**src/rtl/cc_mux_roundrobin_selector.sv**
```systemverilog
// Round-robin channel scheduler feeding the 8:1 bus mux selection input.
// Each requesting channel owns the bus for a programmable dwell time. All outputs
// are registered, so the mux select never glitches.
//
// state   | meaning
// --------+---------------------------------------------------------------
// ST_IDLE | no grant; selection holds the last granted index
// ST_GRANT| one channel owns the bus; the dwell counter runs down to 1
module cc_mux_roundrobin_selector #(
   parameter int DATAWIDTH_MUX_SELECTION = 4,
   parameter int NUM_CHANNELS            = 8,
   parameter int DATAWIDTH_DWELL         = 4
) (
   input  logic                               CC_RRSEL_CLOCK_50,
   input  logic                               CC_RRSEL_RESET_InHigh,
   input  logic                               CC_RRSEL_enable_In,
   input  logic [7:0]                         CC_RRSEL_request_InBUS,
   input  logic                               CC_RRSEL_release_In,
   input  logic [DATAWIDTH_DWELL-1:0]         CC_RRSEL_dwell_InBUS,
   output logic [DATAWIDTH_MUX_SELECTION-1:0] CC_RRSEL_selection_OutBUS,
   output logic [7:0]                         CC_RRSEL_grant_OutBUS,
   output logic                               CC_RRSEL_valid_Out,
   output logic                               CC_RRSEL_switch_Out
);

   typedef enum logic {ST_IDLE, ST_GRANT} state_t;

   // Requests above NUM_CHANNELS-1 are never considered.
   localparam logic [7:0] REQ_MASK = 8'((9'd1 << NUM_CHANNELS) - 9'd1);

   state_t                     state_q;
   logic [2:0]                 ptr_q;
   logic [2:0]                 sel_q;
   logic [7:0]                 grant_q;
   logic                       valid_q;
   logic                       switch_q;
   logic [DATAWIDTH_DWELL-1:0] cnt_q;

   logic [7:0]                 req_v;
   logic                       any_req;
   logic [2:0]                 win_d;
   logic                       found;
   logic [2:0]                 idx;
   logic [DATAWIDTH_DWELL-1:0] dwell_load;
   logic                       grant_end;
   logic                       issue;

   assign req_v      = CC_RRSEL_request_InBUS & REQ_MASK;
   assign any_req    = |req_v;
   assign dwell_load = (CC_RRSEL_dwell_InBUS == '0) ? DATAWIDTH_DWELL'(1) : CC_RRSEL_dwell_InBUS;

   // Any one of these ends the running grant; overlapping causes are a single end event.
   assign grant_end = (cnt_q == DATAWIDTH_DWELL'(1)) || CC_RRSEL_release_In ||
                      !req_v[sel_q] || !CC_RRSEL_enable_In;

   // A new grant starts from IDLE or back-to-back at the end of the current one.
   assign issue = CC_RRSEL_enable_In && any_req && ((state_q == ST_IDLE) || grant_end);

   // Scan upward from the channel after the last owner; the owner itself is checked last,
   // so it only wins again when nobody else is asking.
   always_comb begin
      found = 1'b0;
      win_d = ptr_q;
      idx   = '0;
      for (int i = 1; i <= NUM_CHANNELS; i++) begin
         idx = 3'((int'(ptr_q) + i) % NUM_CHANNELS);
         if (!found && req_v[idx]) begin
            found = 1'b1;
            win_d = idx;
         end
      end
   end

   // Scheduler FSM with registered outputs.
   always_ff @(posedge CC_RRSEL_CLOCK_50 or posedge CC_RRSEL_RESET_InHigh) begin
      if (CC_RRSEL_RESET_InHigh) begin
         state_q  <= ST_IDLE;
         ptr_q    <= 3'(NUM_CHANNELS - 1);
         sel_q    <= '0;
         grant_q  <= '0;
         valid_q  <= 1'b0;
         switch_q <= 1'b0;
         cnt_q    <= '0;
      end else begin
         switch_q <= 1'b0;
         if (issue) begin
            state_q  <= ST_GRANT;
            sel_q    <= win_d;
            ptr_q    <= win_d;
            grant_q  <= 8'b1 << win_d;
            valid_q  <= 1'b1;
            switch_q <= 1'b1;
            cnt_q    <= dwell_load;
         end else if (state_q == ST_GRANT) begin
            if (grant_end) begin
               // selection is left alone so the mux output stays put while idle
               state_q <= ST_IDLE;
               grant_q <= '0;
               valid_q <= 1'b0;
               cnt_q   <= '0;
            end else begin
               cnt_q <= cnt_q - DATAWIDTH_DWELL'(1);
            end
         end
      end
   end

   assign CC_RRSEL_selection_OutBUS = DATAWIDTH_MUX_SELECTION'(sel_q);
   assign CC_RRSEL_grant_OutBUS     = grant_q;
   assign CC_RRSEL_valid_Out        = valid_q;
   assign CC_RRSEL_switch_Out       = switch_q;

endmodule
```
**config.mk**
```make
export PLATFORM = sky130hd
export DESIGN_NAME = cc_mux_roundrobin_selector
export DESIGN_NICKNAME = d
export VERILOG_FILES = /design/src/rtl/cc_mux_roundrobin_selector.sv
export SDC_FILE = /design/constraint.sdc
export NUM_CORES = 1
export LEC_CHECK = 0
export ABC_AREA = 1
export CAP_MARGIN = 20
export CORE_MARGIN = 4
export CORE_UTILIZATION = 51
export CTS_BUF_LIST = sky130_fd_sc_hd__clkbuf_2 sky130_fd_sc_hd__clkbuf_4 sky130_fd_sc_hd__clkbuf_8
export CTS_CLUSTER_SIZE = 16
export DETAILED_ROUTE_END_ITERATION = 16
export HOLD_SLACK_MARGIN = 0.12
export PLACE_DENSITY = 0.79
export SYNTH_ARGS = -nofsm -noshare
export SYNTH_HDL_FRONTEND = slang
export SYNTH_SLANG_ARGS = --single-unit
export TNS_END_PERCENT = 1
```
**constraint.sdc**
```tcl
create_clock -name CC_RRSEL_CLOCK_50 -period 2.55 [get_ports CC_RRSEL_CLOCK_50]
set_input_delay 0.255 -clock CC_RRSEL_CLOCK_50 [delete_from_list [all_inputs] [get_ports CC_RRSEL_CLOCK_50]]
set_output_delay 0.255 -clock CC_RRSEL_CLOCK_50 [all_outputs]
set_load 0.02 [all_outputs]
```
### After elaboration in Yosys (flattened, before gate mapping)

Index checks and enable logic that the tools add are counted.

* register bits: 21
* output and inout port bits: 14
* word-level logic and storage cells: 102

* add/subtract/negate cells: 9
* bitwise gates (word level): 1
* reductions and logical operators: 27
* shift-type cells: 1
* magnitude comparators: 9
* mux-type cells: 47
* eq/ne operators: 1

Operator list (number)
* less-than comparator 3 x 4 -> 1 bit, second input constant: 9
* binary-select mux 1 bit (select 3 bit): 9
* 2-to-1 mux 3 bit: 8
* 2-to-1 mux 8 bit: 3
* 2-to-1 mux 1 bit: 23
* 2-to-1 mux 4 bit: 4
* adder 3 bit, second input constant: 4
* logical AND 1 bit: 9
* zero test 1 bit: 9
* OR reduction 8 bit: 1
* left shift 1 x 3 -> 8 bit, first input constant: 1
* adder 3 x 1 -> 3 bit, second input constant: 2
* adder 3 x 2 -> 3 bit, second input constant: 2
* equality test 4 x 1 -> 1 bit, second input constant: 1
* zero test 4 bit: 1
* logical OR 1 bit: 4
* nonzero test 2 bit: 2
* subtractor 4 x 1 -> 4 bit, second input constant: 1
* AND reduction 2 bit: 1
* NOT 1 bit: 1

### Depth between registers and ports, before layout

* word-level depth: 27
* depth in mapped cells: 19
* depth with buffers taken out: 18

### Worst setup path after synthesis

Ideal clock, no wire load.

* path kind: register to register
* start point: reg ptr_q[1]
* end point: reg grant_q[2], in the netlist CC_RRSEL_grant_OutBUS[2]
* stages on the path, launching flop included: 18
* data arrival time: 2.310 ns
* path buffers: 1
* path slack: 0.124 ns
* cell sequence: dfstp_2 -> buf_4 -> inv_2 -> ha_1 -> inv_2 -> nand3_2 -> nand3_2 -> nand2_4 -> nor2_8 -> nand4_2 -> nor2_2 -> nor2_1 -> nand2_1 -> nand2_4 -> nand2_2 -> nor2_1 -> nand2_1 -> nand2_1

* cells in the longest elaborated chain, start to end: 27
* elaborated cells on any way between the ends: 55
* classes of those cells: add/sub: 8; shift: 1; mux: 32; reduce/logical: 14

Ends and longest elaborated chain
* start, declared: RTL line 32 `logic [2:0] ptr_q;`
* start signal, assigned: RTL line 78 `ptr_q <= 3'(NUM_CHANNELS - 1);`
* start signal, assigned: RTL line 89 `ptr_q <= win_d;`
* adder 3 x 1 -> 3 bit: RTL line 66 `idx = 3'((int'(ptr_q) + i) % NUM_CHANNELS);`
* binary-select mux 1 bit (select 3 bit): RTL line 67 `if (!found && req_v[idx]) begin`
* 2-to-1 mux 1 bit (implied by the code): RTL line 67
* 2-to-1 mux 1 bit: RTL line 67
* zero test 1 bit: RTL line 67
* logical AND 1 bit: RTL line 67
* 2-to-1 mux 1 bit: RTL line 67
* zero test 1 bit: RTL line 67
* [11 not listed]
* zero test 1 bit: RTL line 67
* logical AND 1 bit: RTL line 67
* 2-to-1 mux 1 bit: RTL line 67
* zero test 1 bit: RTL line 67
* logical AND 1 bit: RTL line 67
* 2-to-1 mux 3 bit *: RTL line 67
* left shift 1 x 3 -> 8 bit *: RTL line 90 `grant_q <= 8'b1 << win_d;`
* 2-to-1 mux 8 bit *: RTL line 86 `if (issue) begin`
* end signal, assigned: RTL line 90
* end, declared: RTL line 34 `logic [7:0] grant_q;`

Mark *: on every way between the ends. The rest lies on a longest branch, timed or not. The select of a mux whose other input is x is not followed.
A chain may end at the register's enable or synchronous reset.

### Worst setup path in the final report

* start point: reg ptr_q[0]
* end point: reg grant_q[4], in the netlist CC_RRSEL_grant_OutBUS[4]

The elaborated chain is that of the path after synthesis.

==> reports/qor.txt <==
Slew Limit Headroom = 48.60%
DR pass1 iterations = 4
status = completed
PortBufs = 28
Starting DRT DRC Count = 153
syn_area_per_cell = 7.125 um^2
Total Neg Setup Slack = 0 ps
RePlAce Congestion = 0.8951
clock skew = 5.688 ps
core area = 3689 um^2
Hold/Removal Path Class = primary input to asynchronous set/reset pin
placed insts = 351
gr ovfl total = 0
Final Slew Violations = 0
share of the synthesized area in the top cell type = 22.99%
Area Overhead vs Synth = 21.58%
WL final = 4535 um
Non-Filler Instances = 355
GRT Resource Usage Total = 19.54%
Critical Path RT = 2740 ps
number of hold buffers added after cts = 0
initial antenna violation count = 0
largest area contributor in the netlist = dfrtp_1
max_cap viols = 0
Clock transition at path regs = 80 ps
startpoint types = flop
CTS HTree Levels = 1
Initial Utilization = 53.12%
Setup CP Type = flop to flop
Seq/Total Area, Yosys = 27.01%
clock sink count = 21
CTS max path bufs = 2
Nets = 328
Setup-failing EPs final = 0
multi-input logic area = 1277 um^2
Critical R2R Launch = ptr_q[0]
Main synth FF type = dfrtp_1
share of cells above drive strength 1 = 20.85%
synth warn = 0
Mapped Area = 1959 um^2
CTS buffer count = 3
syn nets = 295
flop2flop setup slack = 200 ps
x dimension of the die = 69.99 um
Critical Path End Type = flop
FP Rows = 22
Reg area = 529.3 um^2
Worst-Margin Slew = 770.1 ps
Die H = 69.99 um
# DRC = 0
HPWL after DPL = 3626 um
hold slack final = 422.2 ps
Via Count = 1,836
Distinct cells, synth = 41
ranking of synthesized cells by area = dfrtp_1, nand2_1, nand3_2, nand3_1, inv_1
largest net degree at the start of global routing = 22
detailed-route wire length per cell = 12.77 um
Critical R2R Capture = CC_RRSEL_grant_OutBUS[4]
final instance area = 2382 um^2
Gate Count Post-Synth = 275
maximum fanout along the worst path = 7
Synth async-reset ratio = 100.0%
IO Count = 30
ANT nets after route = 0
Achievable Freq = 425.9 MHz
clk root buf = clkbuf_8
Clock Latency Late Sink = 270 ps
Final period util = 92.07%
dpl cell area = 2295 um^2
Setup Buffers After CTS = 0
final hold viol count = 0
#FFs+latches synth = 21
Ant. Diodes = 0
full die area = 4898 um^2
fin crit period = 2348 ps
vias in the first global route = 1,730
unrepaired setup endpoints after global routing = false
CTS tree = yes
first-pass GRT wire length = 8017 um
R2R depth = 14
most instantiated cells after synthesis = nand2_1, nand3_1, inv_1, dfrtp_1
number of flops mapped to enable cells by yosys = 0
count leader, synth = nand2_1
CP Data Arrival Time = 2540 ps
Fillers = 330
drt via density = 5.172
==> metal layers <==
layer | GRT usage (%) | share of wire, % | vias up
met5 | 0 | 0 | -
met4 | 5.319 | 1.1 | 0
met3 | 2.158 | 6.1 | 8
met2 | 30.33 | 45 | 64
met1 | 28.63 | 48 | 808
li1 | - | - | 956
==> critical path, stage by stage, from the launching register on <==
cell	delay, ps
dfstp_2	560
inv_2	50
ha_4	320
nand3_1	140
nand3_2	140
nand2_4	90
nor2_8	150
nand4_1	150
nor2_1	150
nor2_1	50
nand2_1	100
nand2_4	80
nand2_2	90
nand2_1	60
o21ai_1	130
==> registers in the layout, indices dropped and copies added (netlist names) <==
register	flops
CC_RRSEL_grant_OutBUS	8
CC_RRSEL_switch_Out	1
CC_RRSEL_valid_Out	1
cnt_q	4
ptr_q	3
sel_q	3
state_q	1
==> repair_timing <==
item                       in CTS  in global routing
hold endpoints to repair        0                  0
setup endpoints to repair       0                 14
resized for setup               0                  8
==> placed cells by master, fill, tap and decap left out, types with 3 or more instances in the layout <==
master,n
inv_2,6
nand3_1,27
nand3_2,14
dfrtp_1,18
nand2_2,8
clkdlybuf4s50_1,28
nand2_4,6
buf_4,4
dfstp_2,3
o21ai_1,8
clkbuf_8,3
o211ai_1,3
a21oi_1,5
nand4_1,3
nand2_1,91
nor2_1,14
inv_1,26
o21ai_0,6
==> final cells by class <==
class / count / share of cell area (%)
clock buffer: 3 / 1.733
sequential: 21 / 22.22
clock inverter: 1 / 0.3151
multi-input combinational: 214 / 53.62
timing repair buffer: 34 / 14.13
tap: 48 / 2.521
inverter: 34 / 5.462
==> logic make-up (layout without fill, tap and decap cells) <==
family / Yosys count / after routing / synth area share, %
AND/OR/NAND/NOR: 175 / 175 / 47.77
buffers and inverters: 40 / 72 / 9.067
AO/OA/AOI/OAI: 30 / 30 / 10.28
flip-flops: 21 / 21 / 27.01
adder cells (fa/ha/maj): 4 / 4 / 2.554
XOR/XNOR: 4 / 4 / 3.130
other: 1 / 1 / 0.1914
==> worst max-delay path by stage <==
| stage | start | endpoint | slack, ps | depth (start not counted) |
|---|---|---|---|---|
| after floorplan | ptr_q[1] | CC_RRSEL_grant_OutBUS[2] | 120 | 17 |
| after global placement | ptr_q[0] | CC_RRSEL_grant_OutBUS[3] | 140 | 15 |
| after detailed placement | ptr_q[0] | CC_RRSEL_grant_OutBUS[4] | 110 | 15 |
| after CTS | ptr_q[0] | CC_RRSEL_grant_OutBUS[4] | 80 | 15 |
| after global routing | ptr_q[0] | CC_RRSEL_grant_OutBUS[2] | 10 | 15 |
| final | ptr_q[0] | CC_RRSEL_grant_OutBUS[4] | 200 | 14 |
==> per-stage QoR <==
stage          setup WS, ps  utilization [%]
2_1_floorplan         123.6                -
3_3_place_gp          141.9            62.21
3_5_place_dp          108.9            62.21
4_1_cts               80.24            63.53
5_1_grt               12.88            64.59
6_report              202.2            64.59
Power is not shown: default switching activity piles up to over one toggle a cycle in this logic, so the estimate is an artifact.
